**config.mk**
```make
export PLATFORM = sky130hd
export DESIGN_NAME = ch_sram_sequencer
export DESIGN_NICKNAME = d
export VERILOG_FILES = /design/src/rtl/ch_sram_sequencer.sv
export SDC_FILE = /design/constraint.sdc
export NUM_CORES = 1
export LEC_CHECK = 0
export ABC_CLOCK_PERIOD_IN_PS = 1800
export BUFFER_PORTS_ARGS = -buffer_cell sky130_fd_sc_hd__buf_2
export CAP_MARGIN = 20
export CELL_PAD_IN_SITES_DETAIL_PLACEMENT = 2
export CELL_PAD_IN_SITES_GLOBAL_PLACEMENT = 2
export CORE_ASPECT_RATIO = 0.75
export CORE_MARGIN = 5
export CORE_UTILIZATION = 30
export CTS_CLUSTER_SIZE = 24
export DETAILED_ROUTE_END_ITERATION = 7
export GPL_ROUTABILITY_DRIVEN = 0
export PLACE_DENSITY = 0.86
export SLEW_MARGIN = 20
export SYNTH_ARGS = -nofsm -noshare
export SYNTH_HDL_FRONTEND = slang
export SYNTH_SLANG_ARGS = --single-unit
```
**constraint.sdc**
```tcl
create_clock -name clk -period 1.8 [get_ports clk]
set_input_delay 0.18 -clock clk [delete_from_list [all_inputs] [get_ports clk]]
set_output_delay 0.18 -clock clk [all_outputs]
set_load 0.05 [all_outputs]
```
**src/rtl/ch_sram_sequencer.sv**
```systemverilog
`default_nettype none
// ============================================================================
// Module      : ch_sram_sequencer
// Description : Sequencer that sits downstream of the checkerboard pattern
//               counter. It turns each pattern word {data_bit, write_flag,
//               addr} into registered SRAM strobes, follows every read
//               through a compare pipeline, and checks the returned data
//               against the expanded checkerboard word. It owns the counter's
//               clear/enable and the run FSM
//               (IDLE -> CLEAR -> RUN -> DRAIN -> DONE).
// Revision    : 1.0 - initial release
// ----------------------------------------------------------------------------
// Ports
//   clk             in   system clock, every flop on the rising edge
//   rst_n           in   asynchronous active-low reset
//   start           in   one-cycle run request, honoured in IDLE or DONE
//   pat_in          in   counter word: [A+1]=data_bit, [A]=write_flag,
//                        [A-1:0]=addr
//   pat_cout        in   counter overflow, every operation has been issued
//   cnt_rst         out  synchronous clear to the pattern counter
//   cnt_en          out  count enable to the pattern counter
//   sram_cs         out  SRAM chip select (registered)
//   sram_we         out  SRAM write enable (registered)
//   sram_addr       out  SRAM address (registered)
//   sram_wdata      out  SRAM write data (registered)
//   sram_rdata      in   SRAM read data, RD_LATENCY cycles after the read
//   busy            out  high in CLEAR, RUN and DRAIN
//   done            out  high in DONE, held until the next start
//   fail            out  sticky mismatch flag for the current run
//   err_count       out  number of mismatching reads, saturating
//   first_fail_addr out  address of the first mismatch, 0 if none
// ============================================================================
module ch_sram_sequencer #(
    parameter int ADDR_WIDTH    = 8,
    parameter int DATA_WIDTH    = 4,
    parameter int RD_LATENCY    = 1,
    parameter int ERR_CNT_WIDTH = 10
) (
    input  logic                     clk,
    input  logic                     rst_n,
    input  logic                     start,
    input  logic [ADDR_WIDTH+1:0]    pat_in,
    input  logic                     pat_cout,
    output logic                     cnt_rst,
    output logic                     cnt_en,
    output logic                     sram_cs,
    output logic                     sram_we,
    output logic [ADDR_WIDTH-1:0]    sram_addr,
    output logic [DATA_WIDTH-1:0]    sram_wdata,
    input  logic [DATA_WIDTH-1:0]    sram_rdata,
    output logic                     busy,
    output logic                     done,
    output logic                     fail,
    output logic [ERR_CNT_WIDTH-1:0] err_count,
    output logic [ADDR_WIDTH-1:0]    first_fail_addr
);

    // One stage for the SRAM output register plus RD_LATENCY stages of
    // SRAM access time: the last stage lines up with sram_rdata.
    localparam int PIPE_DEPTH   = RD_LATENCY + 1;
    // DRAIN must outlast the pipeline so the final read is compared
    // before DONE freezes the results.
    localparam int DRAIN_CYCLES = RD_LATENCY + 1;
    localparam int DRAIN_W      = $clog2(DRAIN_CYCLES + 1);
    localparam logic [DRAIN_W-1:0]       DRAIN_LAST = DRAIN_W'(DRAIN_CYCLES - 1);
    localparam logic [ERR_CNT_WIDTH-1:0] ERR_MAX    = '1;
    localparam logic [ERR_CNT_WIDTH-1:0] ERR_ONE    = ERR_CNT_WIDTH'(1);

    typedef enum logic [2:0] {
        ST_IDLE  = 3'd0,
        ST_CLEAR = 3'd1,
        ST_RUN   = 3'd2,
        ST_DRAIN = 3'd3,
        ST_DONE  = 3'd4
    } state_t;

    // ------------------------------------------------------------------
    // State and registers
    // ------------------------------------------------------------------
    state_t                    state_q, state_d;
    logic [DRAIN_W-1:0]        drain_cnt_q, drain_cnt_d;

    logic                      sram_cs_q, sram_cs_d;
    logic                      sram_we_q, sram_we_d;
    logic [ADDR_WIDTH-1:0]     sram_addr_q, sram_addr_d;
    logic [DATA_WIDTH-1:0]     sram_wdata_q, sram_wdata_d;

    logic [PIPE_DEPTH-1:0]                 pipe_vld_q, pipe_vld_d;
    logic [PIPE_DEPTH-1:0][ADDR_WIDTH-1:0] pipe_addr_q, pipe_addr_d;
    logic [PIPE_DEPTH-1:0][DATA_WIDTH-1:0] pipe_exp_q, pipe_exp_d;

    logic                      fail_q, fail_d;
    logic [ERR_CNT_WIDTH-1:0]  err_cnt_q, err_cnt_d;
    logic [ADDR_WIDTH-1:0]     ffa_q, ffa_d;

    // ------------------------------------------------------------------
    // Pattern word decode and checkerboard expansion
    // ------------------------------------------------------------------
    logic                  pat_data_bit;
    logic                  pat_write;
    logic [ADDR_WIDTH-1:0] pat_addr;
    logic [DATA_WIDTH-1:0] exp_word;

    assign pat_data_bit = pat_in[ADDR_WIDTH+1];
    assign pat_write    = pat_in[ADDR_WIDTH];
    assign pat_addr     = pat_in[ADDR_WIDTH-1:0];

    // Odd bit positions carry the inverse of data_bit, giving alternating
    // columns (data_bit=0 -> ...1010, data_bit=1 -> ...0101).
    always_comb begin
        exp_word = '0;
        for (int i = 0; i < DATA_WIDTH; i++) begin
            exp_word[i] = pat_data_bit ^ i[0];
        end
    end

    // ------------------------------------------------------------------
    // Run FSM: next state and control outputs
    // ------------------------------------------------------------------
    logic issue;          // an operation is taken from the counter this cycle
    logic clear_results;  // wipe fail/err_count/first_fail_addr

    always_comb begin
        state_d       = state_q;
        drain_cnt_d   = drain_cnt_q;
        cnt_rst       = 1'b0;
        cnt_en        = 1'b0;
        busy          = 1'b0;
        done          = 1'b0;
        issue         = 1'b0;
        clear_results = 1'b0;

        case (state_q)
            ST_IDLE: begin
                if (start) begin
                    state_d = ST_CLEAR;
                end
            end

            ST_CLEAR: begin
                busy          = 1'b1;
                cnt_rst       = 1'b1;
                clear_results = 1'b1;
                state_d       = ST_RUN;
            end

            ST_RUN: begin
                busy = 1'b1;
                // An overflowed counter carries no valid operation, so the
                // overflow cycle neither issues nor advances the counter.
                if (pat_cout) begin
                    drain_cnt_d = DRAIN_LAST;
                    state_d     = ST_DRAIN;
                end else begin
                    cnt_en = 1'b1;
                    issue  = 1'b1;
                end
            end

            ST_DRAIN: begin
                busy = 1'b1;
                if (drain_cnt_q == '0) begin
                    state_d = ST_DONE;
                end else begin
                    drain_cnt_d = drain_cnt_q - 1'b1;
                end
            end

            ST_DONE: begin
                done = 1'b1;
                if (start) begin
                    state_d = ST_CLEAR;
                end
            end

            default: begin
                state_d = ST_IDLE;
            end
        endcase
    end

    // ------------------------------------------------------------------
    // SRAM strobes, compare pipeline and result accumulation
    // ------------------------------------------------------------------
    logic chk_vld;
    logic mismatch;

    assign chk_vld  = pipe_vld_q[PIPE_DEPTH-1];
    assign mismatch = chk_vld && (sram_rdata != pipe_exp_q[PIPE_DEPTH-1]);

    always_comb begin
        // Chip select and write enable are only meaningful on issue cycles;
        // address and data hold their last value to avoid needless toggling.
        sram_cs_d    = issue;
        sram_we_d    = issue & pat_write;
        sram_addr_d  = issue ? pat_addr : sram_addr_q;
        sram_wdata_d = issue ? exp_word : sram_wdata_q;

        // Writes enter the pipeline with valid=0 so that stage alignment
        // is purely positional.
        pipe_vld_d     = '0;
        pipe_addr_d    = '0;
        pipe_exp_d     = '0;
        pipe_vld_d[0]  = issue & ~pat_write;
        pipe_addr_d[0] = pat_addr;
        pipe_exp_d[0]  = exp_word;
        for (int k = 1; k < PIPE_DEPTH; k++) begin
            pipe_vld_d[k]  = pipe_vld_q[k-1];
            pipe_addr_d[k] = pipe_addr_q[k-1];
            pipe_exp_d[k]  = pipe_exp_q[k-1];
        end

        fail_d    = fail_q;
        err_cnt_d = err_cnt_q;
        ffa_d     = ffa_q;
        if (clear_results) begin
            fail_d    = 1'b0;
            err_cnt_d = '0;
            ffa_d     = '0;
        end else if (mismatch) begin
            fail_d = 1'b1;
            if (err_cnt_q != ERR_MAX) begin
                err_cnt_d = err_cnt_q + ERR_ONE;
            end
            // fail_q still low means this is the first mismatch of the run.
            if (!fail_q) begin
                ffa_d = pipe_addr_q[PIPE_DEPTH-1];
            end
        end
    end

    // ------------------------------------------------------------------
    // Registers
    // ------------------------------------------------------------------
    always_ff @(posedge clk or negedge rst_n) begin
        if (!rst_n) begin
            state_q      <= ST_IDLE;
            drain_cnt_q  <= '0;
            sram_cs_q    <= 1'b0;
            sram_we_q    <= 1'b0;
            sram_addr_q  <= '0;
            sram_wdata_q <= '0;
            pipe_vld_q   <= '0;
            pipe_addr_q  <= '0;
            pipe_exp_q   <= '0;
            fail_q       <= 1'b0;
            err_cnt_q    <= '0;
            ffa_q        <= '0;
        end else begin
            state_q      <= state_d;
            drain_cnt_q  <= drain_cnt_d;
            sram_cs_q    <= sram_cs_d;
            sram_we_q    <= sram_we_d;
            sram_addr_q  <= sram_addr_d;
            sram_wdata_q <= sram_wdata_d;
            pipe_vld_q   <= pipe_vld_d;
            pipe_addr_q  <= pipe_addr_d;
            pipe_exp_q   <= pipe_exp_d;
            fail_q       <= fail_d;
            err_cnt_q    <= err_cnt_d;
            ffa_q        <= ffa_d;
        end
    end

    assign sram_cs         = sram_cs_q;
    assign sram_we         = sram_we_q;
    assign sram_addr       = sram_addr_q;
    assign sram_wdata      = sram_wdata_q;
    assign fail            = fail_q;
    assign err_count       = err_cnt_q;
    assign first_fail_addr = ffa_q;

endmodule
`default_nettype wire

```
==> summary.txt <==
Setup path
  – Worst Setup End Kind: flip-flop
  – Critical setup path kind: reg -> reg
  – R2R cell count: 6
  – CP required: 2.07 ns
  – RR Startpoint: err_count[0]$_DFFE_PN0P_
  – Slack of the worst reg-to-reg path: -0.04 ns
  – Worst path arrival time: 2.10 ns
  – Reg2reg end: err_count[7]$_DFFE_PN0P_
  – Crit path max fanout: 5
  – Worst setup SP type: flip-flop

Logic synthesis
  – Ys async rst share: 100%
  – Syn Nets: 220
  – Share of the synthesized area in the top cell type: 65.1%
  – Post-synth EDFFs: 0
  – Mux share of post-synthesis cell area: 0.955%
  – Most frequent cell after synthesis: dfrtp_1
  – Largest family of logic cells by synthesized area: simple AND/OR/NAND/NOR gates
  – Simple-Gate Fraction of Synth Area: 19.3%
  – Mapped Cells: 200
  – Mapped cell area: 2230 um^2
  – Main synth FF type: dfrtp_1
  – Area contributors post-synth: dfrtp_1 (65%), nand2_1 (6.7%), nand3_1 (2.5%)
  – Area share of fa/ha/maj cells after synthesis: 1.12%
  – Yosys reg bits: 58
  – Synth Area in Compound Gates: 9.15%
  – Register area share after synthesis: 65.1%
  – Netlist cell types: 40
  – Avg Cell Area, Syn: 11.1 um^2
  – Cell taking the most area after synthesis: dfrtp_1
  – Post-Synth XOR/XNOR Area: 0.786%
  – Synth top cells by count: dfrtp_1 (58), nand2_1 (40), nand3_1 (11), o21ai_0 (11), nor2_1 (9)
  – Synth warn: 0

Detailed routing
  – Via count: 1800
  – Drt drc: 0
  – Routed WL per cell: 16.5 um
  – Drt total wl: 6450 um
  – Drt first pass iters: 4
  – Vias per cell: 4.62
  – Post-DRT Antenna Nets: 0
  – Initial DRC Count: 25

GRT
  – First-pass GRT wire length: 10600 um
  – Vias in the first global route: 2039
  – Global Route Usage Sum: 15.0%
  – Largest net degree at the start of global routing: 31
  – Overflow after GRT: 0
  – Initial antenna violation count: 0

Timing
  – Worst-Margin Slew: 0.392 ns
  – Fin Clk Skew: 0.0102 ns
  – Setup WS post-layout: -0.0377 ns
  – Final Cycle Share: 102%
  – Count of final hold-check violations: 0
  – Peak Freq: 544 MHz
  – RSZ-0062 raised after global routing: yes
  – Slew Limit Fails: 0
  – Min Tclk post-route: 1.84 ns
  – Setup TNS: -0.0377 ns
  – Hold Slack: 0.0377 ns
  – Slew headroom: 73.9%
  – Final setup viols: 1

Hold path
  – WHS Path Cells: 2
  – Min-delay worst type: in -> reg
  – Worst Min Path Start: start
  – Endpoint, Worst Hold: state_q[2]$_DFFE_PN0P_

Finish
  – Nets: 304
  – Fraction of layout cells with a size suffix above 1: 38.1%
  – Multi-input gate area: 764 um^2
  – Non-filler instance count after layout: 390
  – Fillcell total: 796
  – Area grow syn2layout: 39.0%
  – Register area: 1460 um^2
  – # diodes: 0
  – Final core utilization: 42.5%

Clocking
  – CTS Buffer Depth: 2
  – CTS clk-pin slew, worst paths: 0.07 ns
  – Worst-skew pair later-pin latency: 0.34 ns
  – Num CTS Buffers: 9
  – CTS tree: done
  – Clk root buf: clkbuf_8
  – Clk sink count: 58
  – # H-tree levels: 3

Status
  – Outcome: finished with violations
  – Failing checks: setup timing

Die
  – Starting Density: 30.5%
  – Die area: 9270 um^2
  – Die height: 84.6 um
  – Die X: 110 um
  – Core box area: 7300 um^2
  – Std cell rows: 27
  – I/O Pins: 55

Placed design
  – Placed Cells: 358
  – Port Buf Inserts: 54
  – Hpwl dp: 4250 um

Power
  – Cell Pwr Density: 1650 nW/um^2
  – Peak supply drop: 0.930 mV
  – P_leak: 1.50 nW

Job
  – Max-cap violations: 0
[critical path, cell delays in order, from the launching register on]
cell and delay, ns:
dfrtp_2 0.46, ha_4 0.18, and4_4 0.19, or3b_4 0.27
nand3_4 0.10, or4_4 0.44, a21oi_2 0.13
[routing by layer]
metal	track usage [%]	vias to the layer above	routed length (um)
met2	25.5	43	3350
li1	-	841	-
met3	5.61	6	345
met5	0	-	0
met4	4.19	0	74
met1	17.5	910	2680
[logic make-up (layout without fill, tap and decap cells)]
kind of cell	after synthesis	in the layout
and+or+nand+nor	88	89
DFF	58	58
AOI/OAI and AO/OA	31	31
buffers and inverters	17	105
adders and majority gates	2	2
xor gates and xnor gates	2	2
muxes	2	2
[layout by cell type, fill, tap and decap left out, drive strengths merged]
cell	n
nor3	5
nand2	40
o21ai	17
dlygate4sd3	11
or3	6
and4	1
inv	9
clkinv	3
clkbuf	10
nand3b	1
clkinvlp	3
o22ai	2
and2	2
mux2i	1
o32ai	1
nand3	13
nand4	3
nand2b	2
ha	2
nor2	9
xnor2	1
o31ai	1
mux2	1
dfrtp	58
xor2	1
o22a	1
or4	1
or3b	1
and3	3
bufinv	1
nor4b	1
or2	1
buf	68
a21oi	9
[power by group]
part | switching, mW | leakage, nW | internal, mW | total (mW)
clock | 0.552 | 0.0945 | 0.676 | 1.23
combinational | 1.54 | 0.687 | 0.552 | 2.09
sequential | 0.208 | 0.721 | 1.58 | 1.79
total | 2.30 | 1.50 | 2.81 | 5.11
[flip-flops by register name, indices dropped and copies added (netlist names), 2 cells and up]
register and flops:
err_count 10, first_fail_addr 8, pipe_addr_d 8, pipe_addr_q 8
sram_addr 8, state_q 3, drain_cnt_q 2, pipe_exp_d 2
pipe_exp_q 2, pipe_vld_q 2, sram_wdata 2
[worst max-delay path by stage]
stage                                   startpoint                       end  slack (ns)  cells after the start
after global placement    err_count[0]$_DFFE_PN0P_  err_count[7]$_DFFE_PN0P_        0.04                      6
after floorplan           err_count[0]$_DFFE_PN0P_  err_count[0]$_DFFE_PN0P_       -0.07                      7
after detailed placement  err_count[1]$_DFFE_PN0P_  err_count[7]$_DFFE_PN0P_       -0.04                      6
after CTS                 err_count[0]$_DFFE_PN0P_  err_count[0]$_DFFE_PN0P_       0.002                      7
after global routing      err_count[0]$_DFFE_PN0P_  err_count[7]$_DFFE_PN0P_       -0.09                      6
final                     err_count[0]$_DFFE_PN0P_  err_count[7]$_DFFE_PN0P_       -0.04                      6
[repair_timing]
| action | 4_1_cts | 5_1_grt |
|---|---|---|
| resized for setup | 4 | 8 |
| gates cloned | 1 | 0 |
| pin swaps | 1 | 0 |
| endpoints found under the setup margin | 4 | 9 |
| buffers inserted | 3 | 1 |
| hold buffers | 11 | 0 |
| endpoints found under the hold margin | 24 | 0 |
[per-stage QoR]
step	setup WS, ns	power (mW)	area, um^2
floorplan	-0.0718	3.23	2260
global placement	0.0384	3.72	2700
detailed placement	-0.0421	3.81	2700
CTS	0.00210	5.13	3060
global route	-0.0872	5.41	3100
finish	-0.0377	5.11	3100
[layout make-up]
type | count | area share, %
sequential | 58 | 47.1
tap | 101 | 4.08
timing repair buffer | 79 | 16.4
inverter | 10 | 1.25
multi-input combinational | 126 | 24.7
clock inverter | 6 | 2.14
clock buffer | 10 | 4.44
Power figures use the tool's default switching activity.
